--- src/rtl/fifo_sync_param.sv ---
// Parametrised single-clock FIFO with occupancy count, almost-full/empty thresholds,
// sticky overflow/underflow flags, synchronous flush and selectable FWFT/registered read.
module fifo_sync_param #(
  parameter int unsigned DATA_WIDTH   = 8,
  parameter int unsigned ADDR_WIDTH   = 3,
  parameter int unsigned AFULL_LEVEL  = 6,
  parameter int unsigned AEMPTY_LEVEL = 2,
  parameter int unsigned FWFT         = 1
) (
  input  logic                  clk_i,
  input  logic                  rst_ni,
  input  logic                  clr_i,
  input  logic                  wr_i,
  input  logic [DATA_WIDTH-1:0] w_data_i,
  input  logic                  rd_i,
  output logic [DATA_WIDTH-1:0] r_data_o,
  output logic                  r_valid_o,
  output logic                  full_o,
  output logic                  empty_o,
  output logic                  almost_full_o,
  output logic                  almost_empty_o,
  output logic [ADDR_WIDTH:0]   count_o,
  output logic                  overflow_o,
  output logic                  underflow_o
);

  localparam int unsigned DEPTH = 2 ** ADDR_WIDTH;
  localparam int unsigned CW    = ADDR_WIDTH + 1;
  localparam logic [ADDR_WIDTH:0] DEPTH_C  = CW'(DEPTH);
  localparam logic [ADDR_WIDTH:0] AFULL_C  = CW'(AFULL_LEVEL);
  localparam logic [ADDR_WIDTH:0] AEMPTY_C = CW'(AEMPTY_LEVEL);

  if (AFULL_LEVEL > DEPTH) begin : g_chk_afull
    $fatal(1, "fifo_sync_param: AFULL_LEVEL exceeds DEPTH");
  end
  if (AEMPTY_LEVEL >= DEPTH) begin : g_chk_aempty
    $fatal(1, "fifo_sync_param: AEMPTY_LEVEL must be below DEPTH");
  end

  logic [DATA_WIDTH-1:0] mem [DEPTH];
  logic [ADDR_WIDTH-1:0] wr_ptr, rd_ptr;
  logic [ADDR_WIDTH:0]   count, count_nx;
  logic                  rd_acc, wr_acc;

  always_comb begin
    rd_acc   = rd_i & ~empty_o;
    wr_acc   = wr_i & (~full_o | rd_acc);
    count_nx = count;
    if (wr_acc && !rd_acc) begin
      count_nx = count + 1'b1;
    end else if (!wr_acc && rd_acc) begin
      count_nx = count - 1'b1;
    end
  end

  assign count_o = count;

  // Flags are registered from count_nx so they line up with count_o.
  always_ff @(posedge clk_i) begin
    if (!rst_ni || clr_i) begin
      wr_ptr         <= '0;
      rd_ptr         <= '0;
      count          <= '0;
      empty_o        <= 1'b1;
      full_o         <= 1'b0;
      almost_empty_o <= 1'b1;
      almost_full_o  <= 1'b0;
      overflow_o     <= 1'b0;
      underflow_o    <= 1'b0;
    end else begin
      if (wr_acc) wr_ptr <= wr_ptr + 1'b1;
      if (rd_acc) rd_ptr <= rd_ptr + 1'b1;
      count          <= count_nx;
      empty_o        <= (count_nx == '0);
      full_o         <= (count_nx == DEPTH_C);
      almost_empty_o <= (count_nx <= AEMPTY_C);
      almost_full_o  <= (count_nx >= AFULL_C);
      overflow_o     <= overflow_o | (wr_i & ~wr_acc);
      underflow_o    <= underflow_o | (rd_i & ~rd_acc);
    end
  end

  always_ff @(posedge clk_i) begin
    if (rst_ni && !clr_i && wr_acc) begin
      mem[wr_ptr] <= w_data_i;
    end
  end

  if (FWFT != 0) begin : g_fwft
    // Head word is shown directly; forced to zero while empty so reset reads as 0.
    always_comb begin
      r_data_o  = empty_o ? '0 : mem[rd_ptr];
      r_valid_o = ~empty_o;
    end
  end else begin : g_reg
    always_ff @(posedge clk_i) begin
      if (!rst_ni) begin
        r_data_o  <= '0;
        r_valid_o <= 1'b0;
      end else if (clr_i) begin
        r_valid_o <= 1'b0;
      end else begin
        r_valid_o <= rd_acc;
        if (rd_acc) r_data_o <= mem[rd_ptr];
      end
    end
  end

endmodule

--- config.mk ---
export PLATFORM = sky130hd
export DESIGN_NAME = fifo_sync_param
export DESIGN_NICKNAME = d
export VERILOG_FILES = /design/src/rtl/fifo_sync_param.sv
export SDC_FILE = /design/constraint.sdc
export NUM_CORES = 1
export LEC_CHECK = 0
export BUFFER_PORTS_ARGS = -buffer_cell sky130_fd_sc_hd__buf_2
export CAP_MARGIN = 5
export CORE_AREA = 2 2 89 91
export CTS_CLUSTER_DIAMETER = 30
export CTS_CLUSTER_SIZE = 28
export DETAILED_ROUTE_END_ITERATION = 7
export DIE_AREA = 0 0 91 93
export GPL_TIMING_DRIVEN = 0
export PLACE_DENSITY = 0.65
export SLEW_MARGIN = 5
export SYNTH_ARGS = -nofsm -noshare
export SYNTH_HDL_FRONTEND = slang
export SYNTH_SLANG_ARGS = --single-unit
export TNS_END_PERCENT = 10
--- constraint.sdc ---
create_clock -name clk_i -period 1.85 [get_ports clk_i]
set_input_delay 0.0925 -clock clk_i [delete_from_list [all_inputs] [get_ports clk_i]]
set_output_delay 0.0925 -clock clk_i [all_outputs]
set_load 0.005 [all_outputs]
==> flow_summary.ini, run 1 <==
[sta]
fin_skew_ps = 10.9
setup_viol = 5
relSlewSlack_pct = 51.6
setup_ws_ps = -50.4
hold_viol = 0
fin_crit_ps = 1900
worstMarginPinSlew_ps = 726
max_freq_mhz = 526
fin_crit_sh_pct = 103
grt_setup_unrepaired = yes
drv_slew = 0

[yosys]
syn_avg_cell_area_um2 = 16.5
synth_cell_type_count = 38
yosysWarnings = 0
synth_cells = 202
async_reset_ff_share_pct = 0
synth-main-ff-cell = edfxtp_1
synth_edf_count = 64
ys_seq_area_share_pct = 69.3
synth_nets = 219
synth_area_um2 = 3320
ys_ff_latch = 83

[die]
num_rows = 32
ioPinCount = 32
die_w_um = 91
die_h_um = 93
start_util_pct = 44.1
core_um2 = 7530
die-area_um2 = 8460

[place]
dpl.hpwl_mm = 3.82
io_buffers = 31
gp_congestion = 0.762
detailedPlace.worstSlack_ps = -437

[worst_setup_path]
cp_max_fo = 5
setup.worst_path.class = reg -> out
worstPathRequired_ps = 1760
arrival_ps = 1810
end_kind = primary output
start_kind = flip-flop

[cts]
path_clk_slew_ps = 90
cts_sinks = 83
clock_latency_ps = 350
numCtsBuffers = 9
cts_tree = built
cts_max_path_buffers = 2
root_buffer = clkbuf_8
cts_htree_levels = 3

[detailed_routing]
drtIter0Drc = 97
drt-total-wl_mm = 6.25
vias = 1861
post_drt_wl_per_cell_um = 17.0
route.detailed.drc = 0
dr.pass1.iters = 4
avgViaCountPerCell = 5.06
ant_nets = 0

[global_routing]
grt_max_degree = 16
antenna_found_initial = 0
grt-ovfl-total = 0
grt_pass1_wl_mm = 10.0
track_usage_pct = 16.1
grt_pass1_vias = 1835

[layout]
final_nets = 278
area_growth_pct = 22.6
drive_above_1_share_pct = 39.1
n_antenna_cell = 0
final_common_cell = edfxtp_1
layout_common_cells = edfxtp_1, buf_2, nor2_1, mux4_2, dfxtp_1

[hold_path]
hold_class = in -> reg

[power]
p_leak_nw = 1.40
ir_worst_vdd_mv = 0.341
pwr_density_cell_nw_per_um2 = 828
report.power.total_mw = 3.37

[outcome]
violations = negative setup slack
outcome = complete, but fails checks

[run]
maxCapViolations = 0
## report_power, final
part	switching (mW)	internal [mW]
Combinational	0.101	0.0873
Clock	0.659	0.493
Sequential	0.0162	2.02
## synth_stat cells (3+ instances only)
| cell type | count | area, um^2 |
|---|---|---|
| nor2_1 | 25 | 93.8 |
| xnor2_1 | 4 | 35.0 |
| buf_2 | 4 | 20.0 |
| mux2i_1 | 11 | 110 |
| ha_1 | 4 | 50.1 |
| dfxtp_1 | 19 | 380 |
| nand2_1 | 5 | 18.8 |
| nor3_1 | 6 | 30.0 |
| mux4_2 | 16 | 360 |
| a21oi_1 | 3 | 15.0 |
| nand2b_1 | 5 | 31.3 |
| inv_1 | 4 | 15.0 |
| edfxtp_1 | 64 | 1920 |
## cells by family after synthesis
family	count (synthesis)	share of synthesized area, %
adders and majority gates	4	1.51
buffers and inverters	15	2.18
DFF	83	69.3
AOI/OAI and AO/OA	13	2.94
muxes	27	14.2
and+or+nand+nor	54	8.36
xor gates and xnor gates	6	1.58
## through the flow
step	utilization (%)	hold slack [ps]	std cells	setup TNS, ps	cell area (um^2)
final	54.1	10.1	368	-160	4070
after global routing	54.1	11.3	368	-3060	4070
after CTS	53.7	0.129	366	-411	4050
after detailed placement	48.0	372	335	-26360	3620
after global placement	48.0	363	335	-28460	3610
after floorplan	-	191	202	-1330	3330
## critical path, cell delays in order, from the launching register on
cell,delay (ps)
dfxtp_2,330
buf_6,130
buf_12,140
mux4_2,510
mux2i_1,160
nor2_1,50
buf_2,140
## final cells by class
cell class | count | area [um^2]
tap | 102 | 128
fill | 648 | 3450
buffer | 9 | 71.3
timing repair buffer | 49 | 332
sequential | 83 | 2310
multi-input combinational | 104 | 1040
clock buffer | 9 | 124
inverter | 5 | 18.8
clock inverter | 7 | 52.6
## metal layers
metal / up-vias / part of all wire [%] / global-route usage, %
met5: - / 0 / 0
met4: 0 / 1.6 / 7.58
met3: 9 / 3.8 / 2.82
met2: 36 / 50 / 25.8
met1: 928 / 45 / 21.7
li1: 888 / - / -
## registers in the layout, indices dropped and copies added (netlist names), named ones only
register and cells:
mem 64, count_o 4, rd_ptr 3, wr_ptr 3, almost_empty_o 1, almost_full_o 1
empty_o 1, full_o 1, overflow_o 1, underflow_o 1
## path summary, 6_finish.rpt
check,end,slack (ps),cells past startpoint,start
worst max-delay path,r_data_o[0],-50,6,flip-flop
worst min-delay path,mem[2][5],10,1,w_data_i[5]
worst max register to register,empty_o,10,6,count_o[0]
worst min register to register,overflow_o,480,2,overflow_o
## what timing repair did
action | CTS | global route
gates resized for setup | 28 | 3
cloned | 1 | 0
setup buffers | 13 | 2
hold buffers | 2 | 0
endpoints found under the hold margin | 6 | 0
pin swaps | 9 | 3
setup endpoints to repair | 74 | 74
Note: power is estimated with default switching activity, not from simulation.
==> inputs of run 2 (changes only) <==
==> config.mk (replaced) <==
export PLATFORM = sky130hd
export DESIGN_NAME = fifo_sync_param
export DESIGN_NICKNAME = d
export VERILOG_FILES = /design/src/rtl/fifo_sync_param.sv
export SDC_FILE = /design/constraint.sdc
export NUM_CORES = 1
export LEC_CHECK = 0
export CAP_MARGIN = 5
export CORE_AREA = 3 3 90 92
export CTS_CLUSTER_DIAMETER = 30
export CTS_CLUSTER_SIZE = 28
export DETAILED_ROUTE_END_ITERATION = 7
export DIE_AREA = 0 0 93 95
export DONT_BUFFER_PORTS = 1
export GPL_TIMING_DRIVEN = 0
export SLEW_MARGIN = 5
export SYNTH_ARGS = -nofsm -noshare
export SYNTH_HDL_FRONTEND = slang
export SYNTH_SLANG_ARGS = --single-unit
export TNS_END_PERCENT = 100
==> run 2 against run 1 <==
Net effect: the flow now finishes without violations; combinational power rose by 8%; count of clock-buffer cells in the layout rose by 1; maximum frequency rose by 6.0%; non-clock buffer count fell by 15; via count fell by 0.43%; first-iteration DRC count fell by 7.2%; core utilization rose by 2.6 points; critical endpoint is now r_data_o[7].
==> flow_summary.ini, run 2 (synthesized netlist as in run 1, its figures left out) <==
[die]
ioPinCount = 32
die-area_um2 = 8840
core_um2 = 7290
num_rows = 31
die_h_um = 95
die_w_um = 93
start_util_pct = 45.6

[detailed_routing]
dr.pass1.iters = 4
drt-total-wl_mm = 6.80
vias = 1853
ant_nets = 0
route.detailed.drc = 0
avgViaCountPerCell = 5.29
post_drt_wl_per_cell_um = 19.4
drtIter0Drc = 90

[layout]
area_growth_pct = 24.5
n_antenna_cell = 0
final_common_cell = edfxtp_1
regMostFlops = mem
drive_above_1_share_pct = 32.7
largest_reg_flops = 64
design_area_um2 = 4140
final_nets = 263
final_cells = 350
layout_common_cells = edfxtp_1, nor2_1, buf_4, mux4_2, dfxtp_1

[run]
maxCapViolations = 0

[sta]
grt_setup_unrepaired = yes
setup_ws_ps = 56.6
drv_slew = 0
relSlewSlack_pct = 53.6
setup_viol = 0
worstMarginPinSlew_ps = 696
max_freq_mhz = 558
fin_crit_sh_pct = 96.9
fin_crit_ps = 1790
hold_viol = 0
whs_ps = 47.4
fin_skew_ps = 10.3

[worst_setup_path]
end_kind = primary output
arrival_ps = 1700
reg2reg_slack_ps = 60
r2r_start = empty_o
start_kind = flip-flop
setup.worst_path.class = reg -> out
r2r-end = mem[0][0]
reg2reg_depth = 7
worstPathRequired_ps = 1760
cp_max_fo = 6

[global_routing]
grt-ovfl-total = 0
grt_max_degree = 14
grt_pass1_wl_mm = 10.4
antenna_found_initial = 0
grt_pass1_vias = 1939
track_usage_pct = 16.2

[place]
io_buffers = 0
gp_congestion = 0.808
placed_cells = 301
dpl.hpwl_mm = 4.06
detailedPlace.worstSlack_ps = -490
placed_area_um2 = 3460

[cts]
cts_sinks = 83
path_clk_slew_ps = 80
root_buffer = clkbuf_8
cts_tree = built
clock_latency_ps = 350
numCtsBuffers = 9
cts_htree_levels = 3
cts_max_path_buffers = 2

[hold_path]
hold_class = in -> reg
hold_start = rst_ni
hold-path-endpoint = full_o
holdPathStages = 2

[power]
pwr_density_cell_nw_per_um2 = 835
p_leak_nw = 1.38
ir_worst_vdd_mv = 0.468

[outcome]
outcome = complete, no violations
## run 2: cell types whose count changed in the layout (fill, tap and decap cells not counted), moves of 2 or more
cell	delta
dlygate4sd3_1	+8
inv_6	-2
dlymetal6s2s_1	+2
buf_2	-32
buf_4	+3
clkinv_1	+2
## run 2: how the worst max path moves through the flow
stage                          start           to  slack [ps]  depth (start not counted)
after global routing       flip-flop  r_data_o[4]         -10                          5
after detailed placement     empty_o    mem[4][3]        -490                          5
after CTS                 count_o[1]      empty_o         0.7                          6
after floorplan              empty_o    mem[3][0]          40                          5
after global placement       empty_o    mem[4][3]        -440                          5
final                      flip-flop  r_data_o[7]          60                          5
## run 2: cell type report
| type | count | area (um^2) |
|---|---|---|
| fill | 586 | 3150 |
| sequential | 83 | 2320 |
| inverter | 5 | 18.8 |
| clock inverter | 6 | 56.3 |
| clock buffer | 10 | 128 |
| tap | 99 | 124 |
| multi-input combinational | 104 | 1070 |
| buffer | 9 | 81.3 |
| timing repair buffer | 34 | 340 |
## run 2: worst max-delay path, stage by stage, from the launching register on
cell and delay, ps:
dfxtp_2 340, buf_8 130, buf_12 130, mux4_2 490, mux2i_1 180, nor2_1 90
## run 2: layer usage
metal,up-vias,share of wire [%],track usage (%)
met5,-,0,0
met4,0,1.4,6.47
met3,8,5.8,4.94
met2,50,52,27.8
met1,933,41,19.3
li1,862,-,-
## run 2: timing repair
action                                  in CTS  in global routing
cloned                                       0                  1
endpoints found under the hold margin       66                  0
gates resized for setup                     26                 17
hold buffers                                10                  0
pin swaps                                    8                  5
endpoints found under the setup margin      74                 37
setup buffers                               16                  7
## run 2: metrics by stage
step	TNS, ps	utilization (%)	total power [mW]
finish	0	56.7	3.45
global route	-20.3	56.7	3.59
CTS	0	54.6	3.45
detailed placement	-27360	47.4	2.20
global placement	-25160	47.4	2.20
floorplan	0	-	2.17
## run 2: report_power, final
group / switching (mW) / internal [mW] / total (mW) / leakage (nW)
logic: 0.107 / 0.0964 / 0.203 / 0.559
clock network: 0.603 / 0.610 / 1.21 / 0.0850
registers: 0.0183 / 2.02 / 2.04 / 0.733
total: 0.729 / 2.72 / 3.45 / 1.38
==> inputs of run 3 (changes only) <==
--- a/config.mk
+++ b/config.mk
@@ -6,13 +6,16 @@
 export NUM_CORES = 1
 export LEC_CHECK = 0
 export CAP_MARGIN = 5
-export CORE_AREA = 3 3 90 92
+export CELL_PAD_IN_SITES_DETAIL_PLACEMENT = 2
+export CELL_PAD_IN_SITES_GLOBAL_PLACEMENT = 2
+export CORE_AREA = 3 3 95 97
 export CTS_CLUSTER_DIAMETER = 30
 export CTS_CLUSTER_SIZE = 28
 export DETAILED_ROUTE_END_ITERATION = 7
-export DIE_AREA = 0 0 93 95
+export DIE_AREA = 0 0 98 100
 export DONT_BUFFER_PORTS = 1
 export GPL_TIMING_DRIVEN = 0
+export PLACE_DENSITY_LB_ADDON = 0.1
 export SLEW_MARGIN = 5
 export SYNTH_ARGS = -nofsm -noshare
 export SYNTH_HDL_FRONTEND = slang
==> run 3 against run 2 <==
Net effect: via count increased by 2.9%; combinational power increased by 4%; core utilization decreased by 6.5 points; first-iteration DRC count decreased by 11%; critical path depth unchanged; clock power increased by 8%; global-route usage increased by 1.8 points; final cell count decreased by 0.57%; hold slack got worse by 16 ps; maximum frequency about the same; non-clock buffer count decreased by 8.
==> flow_summary.ini, run 3 (synthesized netlist as in run 1, its figures left out) <==
[outcome]
outcome = complete, no violations

[worst_setup_path]
setup.worst_path.class = reg -> out
r2r_start = empty_o
arrival_ps = 1700
reg2reg_slack_ps = 90
reg2reg_depth = 7
r2r-end = mem[0][1]
worstPathRequired_ps = 1760
start_kind = flip-flop
end_kind = primary output
cp_max_fo = 5

[global_routing]
antenna_found_initial = 0
grt_pass1_wl_mm = 12.9
grt_pass1_vias = 2104
grt-ovfl-total = 0
track_usage_pct = 18.1
grt_max_degree = 16

[run]
maxCapViolations = 0

[detailed_routing]
drtIter0Drc = 80
drt-total-wl_mm = 8.53
route.detailed.drc = 0
avgViaCountPerCell = 5.48
dr.pass1.iters = 4
vias = 1906
ant_nets = 0
post_drt_wl_per_cell_um = 24.5

[place]
gp_congestion = 0.846
dpl.hpwl_mm = 5.23
io_buffers = 0
detailedPlace.worstSlack_ps = -610

[power]
p_int_mw = 2.74
p_leak_nw = 1.32
pwr_density_cell_nw_per_um2 = 862
p_seq_share_pct = 57.3
ir_worst_vdd_mv = 0.333
p_sw_share_pct = 22.9
report.power.total_mw = 3.55
pwr-share-comb_pct = 5.9
p_sw_mw = 0.813
clock_power_share_pct = 36.8

[die]
die_h_um = 100
core_um2 = 8220
die-area_um2 = 9800
num_rows = 33
die_w_um = 98
ioPinCount = 32
start_util_pct = 40.4

[sta]
worstMarginPinSlew_ps = 735
grt_setup_unrepaired = yes
hold_viol = 0
relSlewSlack_pct = 51.0
setup_viol = 0
setup_ws_ps = 55.4
max_freq_mhz = 557
whs_ps = 30.9
fin_setup_tns_ps = 0
fin_skew_ps = 7.62
fin_crit_ps = 1790
fin_crit_sh_pct = 97.0
drv_slew = 0

[cts]
cts_sinks = 83
path_clk_slew_ps = 90
numCtsBuffers = 9
clock_latency_ps = 340
cts_htree_levels = 3
root_buffer = clkbuf_8
cts_tree = built
cts_max_path_buffers = 2

[layout]
n_antenna_cell = 0
fillers = 746
regMostFlops = mem
final_common_cell = edfxtp_1
drive_above_1_share_pct = 33.7
final_core_util_pct = 50.2
final_nets = 255
largest_reg_flops = 64
layout_common_cells = edfxtp_1, nor2_1, mux4_2, dfxtp_1, mux2i_1
area_growth_pct = 24.1

[hold_path]
hold_class = in -> reg
hold_start = clr_i
hold-path-endpoint = empty_o
holdPathStages = 2
run 3: changes by cell type in the layout (fill, tap and decap cells not counted), moves of 2 or more:
| cell | delta |
|---|---|
| clkinv_1 | -3 |
| nor3_2 | +2 |
| dlymetal6s2s_1 | -2 |
| buf_1 | +2 |
| buf_4 | -8 |
| nor3_1 | -2 |
| buf_6 | +2 |
run 3: per-layer routing:
layer / track usage (%) / vias up / routed length [um]
met3: 2.85 / 6 / 168
met2: 30.5 / 30 / 4550
met1: 23.6 / 1028 / 3740
met4: 7.24 / 0 / 74
li1: - / 842 / -
met5: 0 / - / 0
run 3: cell type report:
class                           count  area (um^2)  area share [%]
Sequential cell                    83         2320            56.1
Clock inverter                      7         77.6            1.88
Buffer                              9         77.6            1.88
Multi-Input combinational cell    104         1100            26.7
Inverter                            5         21.3           0.516
Timing Repair Buffer               26          277            6.70
Tap cell                          105          131            3.18
Clock buffer                        9          124            3.00
run 3: worst max path at each step:
stage	startpoint	depth (start not counted)	to	slack, ps
final	flip-flop	5	r_data_o[7]	60
after global routing	flip-flop	5	r_data_o[4]	-30
after CTS	flip-flop	5	r_data_o[7]	-7
after detailed placement	empty_o	5	mem[3][6]	-610
after global placement	empty_o	5	mem[3][6]	-490
after floorplan	empty_o	5	mem[3][0]	40
run 3: stage by stage:
step                cell area (um^2)  cells
finish                          4130    348
global route                    4130    348
CTS                             4040    345
detailed placement              3460    307
global placement                3460    307
floorplan                       3330    202
run 3: worst max-delay path, cell delays in order, from the launching register on:
cell and delay [ps]:
dfxtp_2 340, buf_6 130, clkbuf_16 160, mux4_2 500, mux2i_1 140, nor2_1 80
run 3: power by group through the flow:
| stage | combinational, mW | clock, mW | sequential [mW] |
|---|---|---|---|
| global placement | 0.120 | 0 | 2.08 |
| global route | 0.229 | 1.42 | 2.04 |
| CTS | 0.197 | 1.34 | 2.04 |
| detailed placement | 0.127 | 0 | 2.08 |
| finish | 0.211 | 1.31 | 2.04 |
| floorplan | 0.0963 | 0 | 2.07 |
run 3: repair_timing:
action                                  in CTS  in global routing
endpoints found under the hold margin       65                  0
setup buffers                               14                  2
gates cloned                                 0                  1
resized for setup                           35                 14
endpoints found under the setup margin      75                 58
hold buffers                                 9                  0
pin swaps                                   10                  4
